$ cat config.mk
export PLATFORM = sky130hd
export DESIGN_NAME = mem_ctrl_flat
export DESIGN_NICKNAME = d
export VERILOG_FILES = /design/src/rtl/mem_ctrl_pkg.sv /design/src/rtl/mem_ctrl_if.sv /design/src/rtl/mem_ctrl.sv /design/src/flat_wrapper.sv
export SDC_FILE = /design/constraint.sdc
export NUM_CORES = 1
export LEC_CHECK = 0
export ABC_AREA = 1
export BUFFER_PORTS_ARGS = -buffer_cell sky130_fd_sc_hd__clkbuf_2
export CAP_MARGIN = 20
export CORE_MARGIN = 2
export CORE_UTILIZATION = 38
export CTS_BUF_LIST = sky130_fd_sc_hd__clkbuf_2
export CTS_CLUSTER_SIZE = 10
export DETAILED_ROUTE_END_ITERATION = 10
export PLACE_DENSITY = 0.63
export SLEW_MARGIN = 20
export SYNTH_ARGS = -nofsm -noshare
export SYNTH_HDL_FRONTEND = slang
export SYNTH_SLANG_ARGS = --single-unit
$ cat constraint.sdc
create_clock -name clk -period 3.9 [get_ports clk]
set_input_delay 0.39 -clock clk [delete_from_list [all_inputs] [get_ports clk]]
set_output_delay 0.39 -clock clk [all_outputs]
set_load 0.1 [all_outputs]
$ cat src/rtl/mem_ctrl_pkg.sv
// Shared types for the byte-wide RAM controller: FSM state encoding, transfer
// size codes and the size-to-byte-count helper.
package mem_ctrl_pkg;

  typedef enum logic [1:0] {
    ST_IDLE = 2'd0,
    ST_RD   = 2'd1,
    ST_WR   = 2'd2
  } state_t;

  localparam logic [1:0] SIZE_B = 2'b00;
  localparam logic [1:0] SIZE_H = 2'b01;
  localparam logic [1:0] SIZE_W = 2'b10;

  // Code 11 is not a legal size; it is served as a full word.
  function automatic logic [2:0] size_to_n(input logic [1:0] size);
    case (size)
      SIZE_B:  return 3'd1;
      SIZE_H:  return 3'd2;
      default: return 3'd4;
    endcase
  endfunction

endpackage

$ cat src/rtl/mem_ctrl_if.sv
// Bundle of the IF/MEM requester ports, the RAM port and the FSM debug state.
// master = pipeline plus RAM side, slave = the controller.
interface mem_ctrl_if #(parameter int ADDR_W = 17);
  import mem_ctrl_pkg::*;

  // Handshake: a requester raises req with stable fields and holds it until
  // its done pulses for one cycle; stallreq is req & ~done. A req still high
  // in the done cycle is not taken again.
  logic              if_req;
  logic [31:0]       if_addr;
  logic [31:0]       if_data;
  logic              if_done;
  logic              if_stallreq;

  logic              mem_req;
  logic              mem_we;
  logic [1:0]        mem_size;
  logic [31:0]       mem_addr;
  logic [31:0]       mem_wdata;
  logic [31:0]       mem_rdata;
  logic              mem_done;
  logic              mem_stallreq;

  logic [ADDR_W-1:0] ram_a;
  logic [7:0]        ram_dout;
  logic              ram_wr;
  logic [7:0]        ram_din;

  state_t            state;

  modport master (
    output if_req, if_addr, mem_req, mem_we, mem_size, mem_addr, mem_wdata, ram_din,
    input  if_data, if_done, if_stallreq, mem_rdata, mem_done, mem_stallreq,
           ram_a, ram_dout, ram_wr, state
  );

  modport slave (
    input  if_req, if_addr, mem_req, mem_we, mem_size, mem_addr, mem_wdata, ram_din,
    output if_data, if_done, if_stallreq, mem_rdata, mem_done, mem_stallreq,
           ram_a, ram_dout, ram_wr, state
  );

endinterface

$ cat src/rtl/mem_ctrl.sv
// Arbitrates IF fetch and MEM load/store onto one byte-wide synchronous RAM,
// little-endian, one byte per cycle. Define PREEMPT_IF_EN to let MEM abort a fetch.
module mem_ctrl
  import mem_ctrl_pkg::*;
#(
  parameter int ADDR_W = 17
) (
  input logic       clk,
  input logic       rst,
  mem_ctrl_if.slave bus
);

  state_t            state_q;
  logic [2:0]        cnt;
  logic              own_mem;
  logic [ADDR_W-1:0] base;
  logic [2:0]        n_bytes;
  logic [31:0]       wdata_q;
  logic [31:0]       asm_q;

  logic [ADDR_W-1:0] ram_a_q;
  logic [7:0]        ram_dout_q;
  logic              ram_wr_q;
  logic [31:0]       if_data_q;
  logic [31:0]       mem_rdata_q;
  logic              if_done_q;
  logic              mem_done_q;

  logic [ADDR_W-1:0] acc_addr;
  logic [2:0]        acc_n;
  logic [ADDR_W-1:0] addr_k;
  logic [7:0]        wbyte;
  logic [1:0]        byte_idx;
  logic [31:0]       asm_next;
  logic              preempt;
  logic              unused_addr_hi;

  // MEM has priority when both requesters are waiting.
  assign acc_addr = bus.mem_req ? bus.mem_addr[ADDR_W-1:0] : bus.if_addr[ADDR_W-1:0];
  assign acc_n    = bus.mem_req ? size_to_n(bus.mem_size) : 3'd4;
  assign addr_k   = base + ADDR_W'(cnt);
  assign wbyte    = wdata_q[{cnt[1:0], 3'b000} +: 8];

  // Byte k arrives on ram_din two edges after its address was driven.
  assign byte_idx = 2'(cnt - 3'd2);

  always_comb begin
    asm_next = asm_q;
    asm_next[{byte_idx, 3'b000} +: 8] = bus.ram_din;
  end

`ifdef PREEMPT_IF_EN
  assign preempt = (state_q == ST_RD) && !own_mem && bus.mem_req;
`else
  assign preempt = 1'b0;
`endif

  assign unused_addr_hi = ^{bus.if_addr[31:ADDR_W], bus.mem_addr[31:ADDR_W]};

  always_ff @(posedge clk) begin
    if (rst) begin
      state_q     <= ST_IDLE;
      cnt         <= 3'd0;
      own_mem     <= 1'b0;
      base        <= '0;
      n_bytes     <= 3'd0;
      wdata_q     <= 32'd0;
      asm_q       <= 32'd0;
      ram_a_q     <= '0;
      ram_dout_q  <= 8'd0;
      ram_wr_q    <= 1'b0;
      if_data_q   <= 32'd0;
      mem_rdata_q <= 32'd0;
      if_done_q   <= 1'b0;
      mem_done_q  <= 1'b0;
    end else begin
      if_done_q  <= 1'b0;
      mem_done_q <= 1'b0;
      case (state_q)
        ST_IDLE: begin
          ram_wr_q <= 1'b0;
          // The done cycle blocks acceptance so a still-held req is not re-served.
          if (!if_done_q && !mem_done_q && (bus.mem_req || bus.if_req)) begin
            own_mem <= bus.mem_req;
            base    <= acc_addr;
            ram_a_q <= acc_addr;
            n_bytes <= acc_n;
            wdata_q <= bus.mem_wdata;
            asm_q   <= 32'd0;
            cnt     <= 3'd1;
            if (bus.mem_req && bus.mem_we) begin
              state_q    <= ST_WR;
              ram_dout_q <= bus.mem_wdata[7:0];
              ram_wr_q   <= 1'b1;
            end else begin
              state_q <= ST_RD;
            end
          end
        end
        ST_RD: begin
          if (preempt) begin
            state_q <= ST_IDLE;
          end else begin
            if (cnt < n_bytes) ram_a_q <= addr_k;
            if (cnt >= 3'd2) asm_q <= asm_next;
            if (cnt == n_bytes + 3'd1) begin
              state_q <= ST_IDLE;
              if (own_mem) begin
                mem_rdata_q <= asm_next;
                mem_done_q  <= 1'b1;
              end else begin
                if_data_q <= asm_next;
                if_done_q <= 1'b1;
              end
            end
            cnt <= cnt + 3'd1;
          end
        end
        ST_WR: begin
          if (cnt < n_bytes) begin
            ram_a_q    <= addr_k;
            ram_dout_q <= wbyte;
            ram_wr_q   <= 1'b1;
          end else begin
            ram_wr_q   <= 1'b0;
            mem_done_q <= 1'b1;
            state_q    <= ST_IDLE;
          end
          cnt <= cnt + 3'd1;
        end
        default: state_q <= ST_IDLE;
      endcase
    end
  end

  assign bus.ram_a        = ram_a_q;
  assign bus.ram_dout     = ram_dout_q;
  assign bus.ram_wr       = ram_wr_q;
  assign bus.if_data      = if_data_q;
  assign bus.mem_rdata    = mem_rdata_q;
  assign bus.if_done      = if_done_q;
  assign bus.mem_done     = mem_done_q;
  assign bus.if_stallreq  = bus.if_req & ~if_done_q;
  assign bus.mem_stallreq = bus.mem_req & ~mem_done_q;
  assign bus.state        = state_q;

endmodule

$ cat src/flat_wrapper.sv
// flat-port wrapper written by rule: the top's interface ports become plain ports
module mem_ctrl_flat import mem_ctrl_pkg::*;
#(
  parameter int ADDR_W = 17
)
  (clk, rst, bus_if_req, bus_if_addr, bus_mem_req, bus_mem_we, bus_mem_size, bus_mem_addr, bus_mem_wdata, bus_ram_din, bus_if_data, bus_if_done, bus_if_stallreq, bus_mem_rdata, bus_mem_done, bus_mem_stallreq, bus_ram_a, bus_ram_dout, bus_ram_wr, bus_state);
  mem_ctrl_if #(.ADDR_W(ADDR_W)) bus_i ();
  input logic clk;
  input logic rst;
  input wire logic [$bits(bus_i.if_req)-1:0] bus_if_req;
  input wire logic [$bits(bus_i.if_addr)-1:0] bus_if_addr;
  input wire logic [$bits(bus_i.mem_req)-1:0] bus_mem_req;
  input wire logic [$bits(bus_i.mem_we)-1:0] bus_mem_we;
  input wire logic [$bits(bus_i.mem_size)-1:0] bus_mem_size;
  input wire logic [$bits(bus_i.mem_addr)-1:0] bus_mem_addr;
  input wire logic [$bits(bus_i.mem_wdata)-1:0] bus_mem_wdata;
  input wire logic [$bits(bus_i.ram_din)-1:0] bus_ram_din;
  output wire logic [$bits(bus_i.if_data)-1:0] bus_if_data;
  output wire logic [$bits(bus_i.if_done)-1:0] bus_if_done;
  output wire logic [$bits(bus_i.if_stallreq)-1:0] bus_if_stallreq;
  output wire logic [$bits(bus_i.mem_rdata)-1:0] bus_mem_rdata;
  output wire logic [$bits(bus_i.mem_done)-1:0] bus_mem_done;
  output wire logic [$bits(bus_i.mem_stallreq)-1:0] bus_mem_stallreq;
  output wire logic [$bits(bus_i.ram_a)-1:0] bus_ram_a;
  output wire logic [$bits(bus_i.ram_dout)-1:0] bus_ram_dout;
  output wire logic [$bits(bus_i.ram_wr)-1:0] bus_ram_wr;
  output wire logic [$bits(bus_i.state)-1:0] bus_state;
  assign bus_i.if_req = bus_if_req;
  assign bus_i.if_addr = bus_if_addr;
  assign bus_i.mem_req = bus_mem_req;
  assign bus_i.mem_we = bus_mem_we;
  assign bus_i.mem_size = bus_mem_size;
  assign bus_i.mem_addr = bus_mem_addr;
  assign bus_i.mem_wdata = bus_mem_wdata;
  assign bus_i.ram_din = bus_ram_din;
  assign bus_if_data = bus_i.if_data;
  assign bus_if_done = bus_i.if_done;
  assign bus_if_stallreq = bus_i.if_stallreq;
  assign bus_mem_rdata = bus_i.mem_rdata;
  assign bus_mem_done = bus_i.mem_done;
  assign bus_mem_stallreq = bus_i.mem_stallreq;
  assign bus_ram_a = bus_i.ram_a;
  assign bus_ram_dout = bus_i.ram_dout;
  assign bus_ram_wr = bus_i.ram_wr;
  assign bus_state = bus_i.state;
  mem_ctrl #(.ADDR_W(ADDR_W)) u_core (.clk(clk), .rst(rst), .bus(bus_i));
endmodule
==> impl_metrics.yaml, run 1 <==
run_status:
  status: "finished, final reports clean"
worst_setup_path:
  rrSetupSlack_ns: 1.08
  critPathLaunch: "u_core.cnt[0]"
  path_cells: "inv_1 > ha_1 > nor2_2 > nand3_2 > buf_4 > o21ai_0 > a21oi_1"
  cp_slowest_cell: "nand3_2"
  crit_path_start_kind: "register"
  r2r_end: "u_core.bus.if_data[0]"
  cp_max_fo: 40
  path_depth: 7
  cpPeakStageDelay_ns: 0.63
  required_ns: 4.57
  cp.arrival_ns: 3.49
  rr_worst_depth: 7
  r2r_start: "u_core.cnt[0]"
  cp-end-kind: "register"
  critPathKind: "register to register"
  endpoint: "u_core.bus.if_data[0]"
  path_delay_family: "buffers and inverters"
  critPathBufInv: 2
grt:
  grt_pass1_vias: 7887
  antenna_found_initial: 1
  grt_max_degree: 72
  grt_pass1_wl_mm: 38.9
  grt-ovfl-total: 0
  grtUsageTotal_pct: 20.2
clock_tree:
  numCtsBuffers: 17
  cts.root.buffer_cell: "clkbuf_2"
  cts_sinks: 182
  postCtsSetupRepairBufs: 0
  cts_buffer_depth: 2
  clk_pin_slew_ns: 0.27
  cts_tree: "yes"
  clkLatencyLatePin_ns: 0.78
  cts_max_level: 4
drt:
  ant_nets: 0
  wire_per_inst_um: 13.6
  firstDrtPassIters: 6
  viasPerCell: 4.85
  routed_wl_mm: 24.0
  dr.first_iter.drc_count: 535
  via_count: 8587
  drc: 0
floorplanning:
  die_y_um: 154
  die_w_um: 154
  rows: 54
  pin_count: 207
  die_area_um2: 23700
  start_util_pct: 38.9
  core_um2: 22000
flow_run:
  cap_violations: 0
placement:
  io_buffers: 176
  routabilityCongestion: 0.843
  dpl.hpwl_mm: 15.5
  placed_area_um2: 9550
finish:
  final_nets: 1605
  regArea_um2: 3640
  areaGrowthSynthToFinish_pct: 23.3
  layout-drive-gt1-share_pct: 15.8
  fill_cells: 2266
  final_area_um2: 10500
  multiInputGateArea_um2: 3960
pwr:
  powerDensity_nw_per_um2: 729
  p_leak_nw: 4.91
  vdd_drop_max_mv: 0.496
  p_total_mw: 7.68
synthesis:
  synth_cell_types: 30
  syn_area_um2: 8540
  seq_area_frac_synth_pct: 42.7
  synthTopCellsByArea: "dfxtp_1 (43%), nand2_1 (13%), nor2_1 (8.4%), a21oi_1 (7.3%), inv_1 (6.9%)"
  synth_top_area_share_pct: 42.7
  yosys.area.top_type: "dfxtp_1"
  syn_inst: 1267
  syn_avg_cell_area_um2: 6.74
  synth_nets: 1396
  synth_seq_cells: 182
  synth_warnings: 0
sta:
  fin_crit_ns: 2.82
  setup_viol: 0
  setup_tns_ns: 0
  fmax_mhz: 355
  skew_ns: 0.0465
  final.period_utilization_pct: 72.3
  rsz0062_at_grt: "false"
  slew_viol_final: 0
  hold_viol_final: 0
  slew-limit-headroom_pct: 37.8
  worst_slew_pin_slew_ns: 0.931
hold_path:
  holdCritPathClass: "input pin to register"
==> what timing repair did <==
action                                 4_1_cts  5_1_grt
hold buffers                                74        0
endpoints found under the hold margin       79        0
resized for setup                            0        0
==> worst min-delay path by stage <==
stage                                start                      to  cells past startpoint
CTS                       bus_mem_addr[11]    u_core.bus.ram_a[11]                      7
global route                bus_ram_din[7]        u_core.asm_q[23]                      5
floorplan               u_core.wdata_q[10]      u_core.wdata_q[10]                      2
finish                     bus_mem_addr[2]     u_core.bus.ram_a[2]                      5
global placement    u_core.bus.if_data[15]  u_core.bus.if_data[15]                      2
detailed placement  u_core.bus.if_data[23]  u_core.bus.if_data[23]                      2
==> power by group <==
group | internal (mW) | switching, mW
Sequential | 2.28 | 0.246
Clock | 0.310 | 0.696
Combinational | 0.940 | 3.21
Total | 3.53 | 4.15
==> worst min-delay path, cell delays in order <==
cell and delay [ns]:
clkbuf_2 0.08, mux2i_1 0.08, o22ai_1 0.14, nor2_1 0.06
nor2_1 0.10
==> area by class of cell <==
type                            instances  share of cell area, %
Clock inverter                         13                   1.37
Sequential cell                       182                   34.6
Timing Repair Buffer                  262                   16.4
Clock buffer                           19                  0.903
Antenna cell                            1                 0.0238
Multi-Input combinational cell        852                   37.6
Inverter                              161                   5.75
Tap cell                              280                   3.33
==> through the flow <==
step / hold WS [ns] / instances / util [%] / worst slack (ns)
floorplan: 0.430 / 1267 / - / 1.45
global placement: 0.431 / 1663 / 43.5 / 1.13
detailed placement: 0.435 / 1663 / 43.5 / 1.06
CTS: 0.00331 / 1769 / 47.9 / 1.07
global route: 0.0259 / 1770 / 47.9 / 0.809
finish: 0.0820 / 1770 / 47.9 / 1.08
==> cells by family (layout without fill, tap and decap cells) <==
logic type	after synthesis	after routing	share of synthesized area (%)
compound gates	283	283	17.4
xor+xnor	3	3	0.308
fa+ha+maj	18	18	2.72
buf+inv	233	455	11.0
flops	182	182	42.7
mux	11	11	1.29
other cells	0	1	0
simple gates	537	537	24.6
==> metal layers <==
metal,up-vias,global-route usage (%),wire [µm]
met5,-,0,0
met4,0,6.14,383
met3,26,3.72,1200
met2,230,34.2,11400
met1,3906,26.2,11100
li1,4425,-,-
==> sequential cells by signal, indices dropped and copies added (netlist names) <==
register,cells
u_core.asm_q,32
u_core.bus.if_data,32
u_core.bus.mem_rdata,32
u_core.wdata_q,32
u_core.base,17
u_core.bus.ram_a,17
u_core.bus.ram_dout,8
u_core.cnt,3
u_core.n_bytes,3
u_core.bus.state,2
u_core.bus.if_done,1
u_core.bus.mem_done,1
u_core.bus.ram_wr,1
u_core.own_mem,1
==> layout by cell type (no fill, tap or decap), types with 2 or more instances in the layout <==
master | synthesis | routed
nand2_1 | 297 | 297
clkbuf_2 | 0 | 195
nor2_1 | 192 | 192
dfxtp_1 | 182 | 182
inv_1 | 156 | 155
a21oi_1 | 124 | 124
o21ai_0 | 112 | 112
dlygate4sd3_1 | 0 | 74
o22ai_1 | 34 | 34
nand3_1 | 31 | 30
ha_1 | 17 | 17
mux2i_1 | 11 | 11
buf_4 | 10 | 11
nand4_1 | 8 | 8
inv_6 | 0 | 5
inv_2 | 4 | 4
clkinv_2 | 0 | 4
o21a_1 | 4 | 4
o21ai_1 | 4 | 4
nand2_2 | 3 | 3
nor2_2 | 3 | 3
xor2_1 | 3 | 3
a211oi_1 | 3 | 3
clkinv_4 | 0 | 2
bufinv_16 | 0 | 2
==> cell usage after synthesis <==
library cell and count:
a211oi_1 3, a21oi_1 124, buf_1 3, buf_2 16
buf_4 10, buf_6 1, clkbuf_1 42, clkinv_1 1
dfxtp_1 182, fa_1 1, ha_1 17, inv_1 156
inv_2 4, mux2i_1 11, nand2_1 297, nand2_2 3
nand3_1 31, nand4_1 8, nor2_1 192, nor2_2 3
nor2_4 1, nor3_1 1, o211ai_2 1, o21a_1 4
o21ai_0 112, o21ai_1 4, o21ai_2 1, o22ai_1 34
or2_2 1, xor2_1 3
Power figures use the tool's default switching activity.
==> inputs of run 2 (changes only) <==
Clock period 3.9 ns to 2.75 ns, I/O delays scaled along.
==> run 2 against run 1 <==
Critical path depth grew 3. Worst hold slack better by 0.022 ns. Die area unchanged. Setup slack got worse by 0.82 ns. Fmax rose by 13%. Highest routed layer unchanged. First-iteration DRC count up 2.8%. Critical path type unchanged. Critical endpoint is now u_core.n_bytes[1]. Sequential share of layout area fell by 0.67 points. Clock-buffer cell count shrank 1.
==> impl_metrics.yaml, run 2 (same netlist as run 1, synthesis figures left out) <==
finish:
  final_cells: 1785
  fill_cells: 2210
  layout-drive-gt1-share_pct: 16.3
  final_nets: 1620
  layout_common_cells: "nand2_1 (297), clkbuf_2 (194), nor2_1 (192)"
  areaGrowthSynthToFinish_pct: 25.7
  final_common_cell: "nand2_1"
drt:
  firstDrtPassIters: 5
  ant_nets: 0
  wire_per_inst_um: 13.4
  drc: 0
  routed_wl_mm: 23.9
  via_count: 8623
  dr.first_iter.drc_count: 550
  viasPerCell: 4.83
worst_setup_path:
  crit_path_start_kind: "register"
  path_cells: "inv_1 > ha_1 > inv_2 > nor2_4 > buf_6 > nand2_1 > nor2_1 > nand2_1 > dlygate4sd3_1 > a21oi_1"
  cp_common_cell: "nand2_1"
  cpPeakStageDelay_ns: 0.56
  cp.arrival_ns: 3.17
  cp_slowest_cell: "dlygate4sd3_1"
  critPathKind: "register to register"
  cp_max_fo: 41
  cp-end-kind: "register"
  required_ns: 3.43
grt:
  grtUsageTotal_pct: 20.1
  grt-ovfl-total: 0
  grt_pass1_wl_mm: 39.0
  grt_max_degree: 66
  grt_pass1_vias: 7986
  antenna_found_initial: 1
clock_tree:
  numCtsBuffers: 17
  cts.root.buffer_cell: "clkbuf_2"
  cts_sinks: 182
  clkLatencyLatePin_ns: 0.75
  cts_tree: "yes"
  clk_pin_slew_ns: 0.27
  cts_buffer_depth: 2
  cts_max_level: 4
floorplanning:
  pin_count: 207
  core_um2: 22000
  start_util_pct: 38.9
  die_w_um: 154
  die_y_um: 154
  die_area_um2: 23700
  rows: 54
placement:
  dpl.hpwl_mm: 15.9
  dp_cells: 1672
  routabilityCongestion: 0.860
  io_buffers: 176
pwr:
  clockPowerShare_pct: 14.0
  pwr-share-comb_pct: 53.8
  power_frac_seq_pct: 32.2
  powerDensity_nw_per_um2: 1040
  swShare_pct: 53.3
  p_leak_nw: 5.00
  intPower_mw: 5.20
  vdd_drop_max_mv: 0.464
  p_sw_mw: 5.93
sta:
  fin_crit_ns: 2.49
  skew_ns: 0.0438
  slew-limit-headroom_pct: 54.4
  worst_slew_pin_slew_ns: 0.683
  rsz0062_at_grt: "false"
  setup_tns_ns: 0
  slew_viol_final: 0
  hold_viol_final: 0
  final.period_utilization_pct: 90.4
  setup_viol: 0
  fmax_mhz: 402
hold_path:
  holdCritPathClass: "input pin to register"
flow_run:
  cap_violations: 0
run_status:
  status: "finished, final reports clean"
-- run 2: final cells by class --
type	instances	area, µm²	area share [%]
flip-flops and latches	182	3640	33.9
clock buffers	18	90.1	0.839
clock inverters	14	189	1.76
repair buffers	277	1890	17.6
well taps	280	350	3.26
inverters	161	606	5.64
multi-input cells	852	3960	36.9
diodes	1	2.50	0.0233
-- run 2: worst paths after layout --
path	from	end	slack, ns	cells past startpoint
worst max register to register	u_core.bus.state[0]	u_core.n_bytes[1]	0.26	10
worst min-delay path	bus_mem_addr[1]	u_core.bus.ram_a[1]	0.10	5
worst min register to register	u_core.bus.if_data[28]	u_core.bus.if_data[28]	0.46	2
worst max-delay path	u_core.bus.state[0]	u_core.n_bytes[1]	0.26	10
-- run 2: stage by stage --
stage	power [mW]	hold slack [ns]	cell area [µm²]	setup WS, ns	utilization, %
after CTS	11.2	0.0426	10700	0.180	48.9
after detailed placement	9.49	0.435	9650	0.474	43.9
after global routing	11.9	0.0649	10700	0.0748	48.9
after global placement	9.45	0.430	9650	0.483	43.9
final	11.1	0.104	10700	0.264	48.9
after floorplan	8.22	0.410	8540	0.416	-
-- run 2: power by group through the flow --
stage | logic, mW | registers, mW | clock network, mW
after detailed placement | 5.85 | 3.64 | 0
after CTS | 5.97 | 3.58 | 1.62
final | 5.98 | 3.59 | 1.56
after floorplan | 2.75 | 5.46 | 0
after global placement | 5.82 | 3.63 | 0
after global routing | 6.50 | 3.67 | 1.71
-- run 2: per-layer routing --
layer | vias to the layer above | part of all wire [%] | GRT usage [%]
li1 | 4449 | - | -
met1 | 3918 | 45 | 25.5
met2 | 228 | 48 | 35.0
met3 | 28 | 4.9 | 3.83
met4 | 0 | 1.6 | 5.65
met5 | - | 0 | 0
-- run 2: timing repair --
item | in CTS | in global routing
buffers inserted | 0 | 0
hold buffers | 80 | 0
gates resized for setup | 0 | 1
setup endpoints to repair | 0 | 1
hold endpoints to repair | 136 | 0
-- run 2: worst max-delay path: cells and delay by family (launching register included) --
kind | cells | cell delay, ns
DFF | 1 | 0.41
AOI/OAI and AO/OA | 1 | 0.12
and+or+nand+nor | 4 | 0.53
buffers and inverters | 4 | 1.04
adders and majority gates | 1 | 0.33
==> inputs of run 3 (changes only) <==
Settings changed: CORE_MARGIN 2 to 3.
==> run 3 against run 2 <==
Die area up 2.6%. Final area down 0.78%. Via count down 1.5%. Worst hold slack worse by 0.019 ns. Highest routed layer unchanged. Cell count down 0.17%. Fmax up 0.16%. Critical path depth unchanged. Clock skew up 0.016 ns. Sequential share of layout area up 0.27 points. Largest power group unchanged. Sequential power about the same. Core utilization down 0.38 points. Global-route usage down 0.80 points.
==> impl_metrics.yaml, run 3 (same netlist as run 1, synthesis figures left out) <==
run_status:
  status: "finished, final reports clean"
worst_setup_path:
  crit_path_start_kind: "register"
  required_ns: 3.44
  critPathKind: "register to register"
  cp-end-kind: "register"
  cp_max_fo: 41
  cp.arrival_ns: 3.17
pwr:
  p_sw_mw: 5.92
  clockPowerShare_pct: 13.0
  pwr-share-comb_pct: 54.2
  p_total_mw: 11.0
  powerDensity_nw_per_um2: 1030
  vdd_drop_max_mv: 0.505
  swShare_pct: 53.8
  power_frac_seq_pct: 32.7
  p_leak_nw: 4.97
  intPower_mw: 5.07
clock_tree:
  numCtsBuffers: 17
  cts.root.buffer_cell: "clkbuf_2"
  cts_tree: "yes"
  cts_max_level: 4
  cts_buffer_depth: 2
  cts_sinks: 182
  clkLatencyLatePin_ns: 0.77
  clk_pin_slew_ns: 0.25
  postCtsSetupRepairBufs: 0
placement:
  io_buffers: 176
  routabilityCongestion: 0.863
  dpl.hpwl_mm: 16.2
sta:
  setup_viol: 0
  fin_crit_ns: 2.48
  slew_viol_final: 0
  setup_tns_ns: 0
  fmax_mhz: 403
  final.period_utilization_pct: 90.3
  skew_ns: 0.0596
  rsz0062_at_grt: "false"
  hold_viol_final: 0
  worst_slew_pin_slew_ns: 0.615
  slew-limit-headroom_pct: 59.0
grt:
  grt_max_degree: 71
  gr-usage-met3_pct: 3.91
  grt-ovfl-total: 0
  grtUsageMet1_pct: 26.4
  grtUsageTotal_pct: 19.3
  use_met2_pct: 31.7
  globalRoute.busiestLayer: "met2"
  grt_pass1_wl_mm: 38.4
  antenna_found_initial: 1
  grt_pass1_vias: 7791
flow_run:
  cap_violations: 0
finish:
  final_common_cell: "nand2_1"
  regArea_um2: 3640
  multiInputGateArea_um2: 3960
  final_nets: 1618
  fill_cells: 2206
  layout_common_cells: "nand2_1 (297), clkbuf_2 (194), nor2_1 (192)"
  layout-drive-gt1-share_pct: 16.1
  areaGrowthSynthToFinish_pct: 24.7
hold_path:
  holdCritPathClass: "input pin to register"
floorplanning:
  pin_count: 207
  rows: 54
  die_area_um2: 24300
  core_um2: 22000
  start_util_pct: 38.9
  die_w_um: 156
  die_y_um: 156
drt:
  via_count: 8493
  drc: 0
  ant_nets: 0
  dr.first_iter.drc_count: 541
  wire_per_inst_um: 13.6
  firstDrtPassIters: 5
  viasPerCell: 4.77
  routed_wl_mm: 24.2
[run 3: cell count changes in the layout (fill, tap and decap cells not counted)]
cell | previous run | this run
clkinv_2 | 2 | 3
inv_8 | 4 | 2
clkinvlp_4 | 3 | 1
dlygate4sd3_1 | 80 | 79
buf_4 | 16 | 17
bufinv_16 | 3 | 2
clkinv_1 | 1 | 2
clkinv_4 | 0 | 2
buf_12 | 4 | 2
[run 3: critical path, cell delays in order (launching register included)]
cell           delay, ns
dfxtp_1             0.42
inv_1               0.11
ha_1                0.32
inv_2               0.09
nor2_4              0.13
buf_6               0.30
nand2_1             0.15
nor2_1              0.19
nand2_1             0.06
dlygate4sd3_1       0.55
a21oi_1             0.11
[run 3: path summary, 6_finish.rpt]
path	end	slack, ns	start	depth (start not counted)
worst max-delay path	u_core.n_bytes[1]	0.27	u_core.bus.state[0]	10
worst min-delay path	u_core.cnt[2]	0.09	bus_if_req	5
worst max register to register	u_core.n_bytes[1]	0.27	u_core.bus.state[0]	10
worst min register to register	u_core.bus.if_data[12]	0.46	u_core.bus.if_data[12]	2
[run 3: final cells by class]
class	count	area share, %
sequential	182	34.2
multi-input combinational	852	37.2
timing repair buffer	275	17.4
clock buffer	18	0.846
clock inverter	13	1.39
antenna	1	0.0235
inverter	161	5.68
tap	280	3.29
[run 3: stage by stage]
| step | instances | utilization (%) | worst slack (ns) | area, µm² | hold slack (ns) |
|---|---|---|---|---|---|
| CTS | 1781 | 48.5 | 0.148 | 10600 | 0.0207 |
| finish | 1782 | 48.5 | 0.268 | 10700 | 0.0851 |
| global placement | 1671 | 43.8 | 0.537 | 9620 | 0.432 |
| detailed placement | 1671 | 43.8 | 0.489 | 9620 | 0.436 |
| global route | 1782 | 48.5 | 0.0954 | 10700 | 0.0454 |
| floorplan | 1267 | - | 0.416 | 8540 | 0.410 |
[run 3: repair_timing]
action / CTS / global route
gates resized for setup: 0 / 1
hold endpoints to repair: 120 / 0
setup endpoints to repair: 0 / 1
hold buffers: 79 / 0
[run 3: power by group through the flow]
stage / sequential, mW / combinational (mW) / clock [mW]
finish: 3.60 / 5.96 / 1.43
global route: 3.66 / 6.50 / 1.57
CTS: 3.59 / 5.98 / 1.47
global placement: 3.63 / 5.83 / 0
detailed placement: 3.64 / 5.86 / 0
floorplan: 5.46 / 2.75 / 0
[run 3: layer usage]
| metal | vias to the layer above | share of wire (%) |
|---|---|---|
| li1 | 4448 | - |
| met1 | 3801 | 47 |
| met2 | 226 | 47 |
| met3 | 18 | 5.1 |
| met4 | 0 | 0.91 |
| met5 | - | 0 |
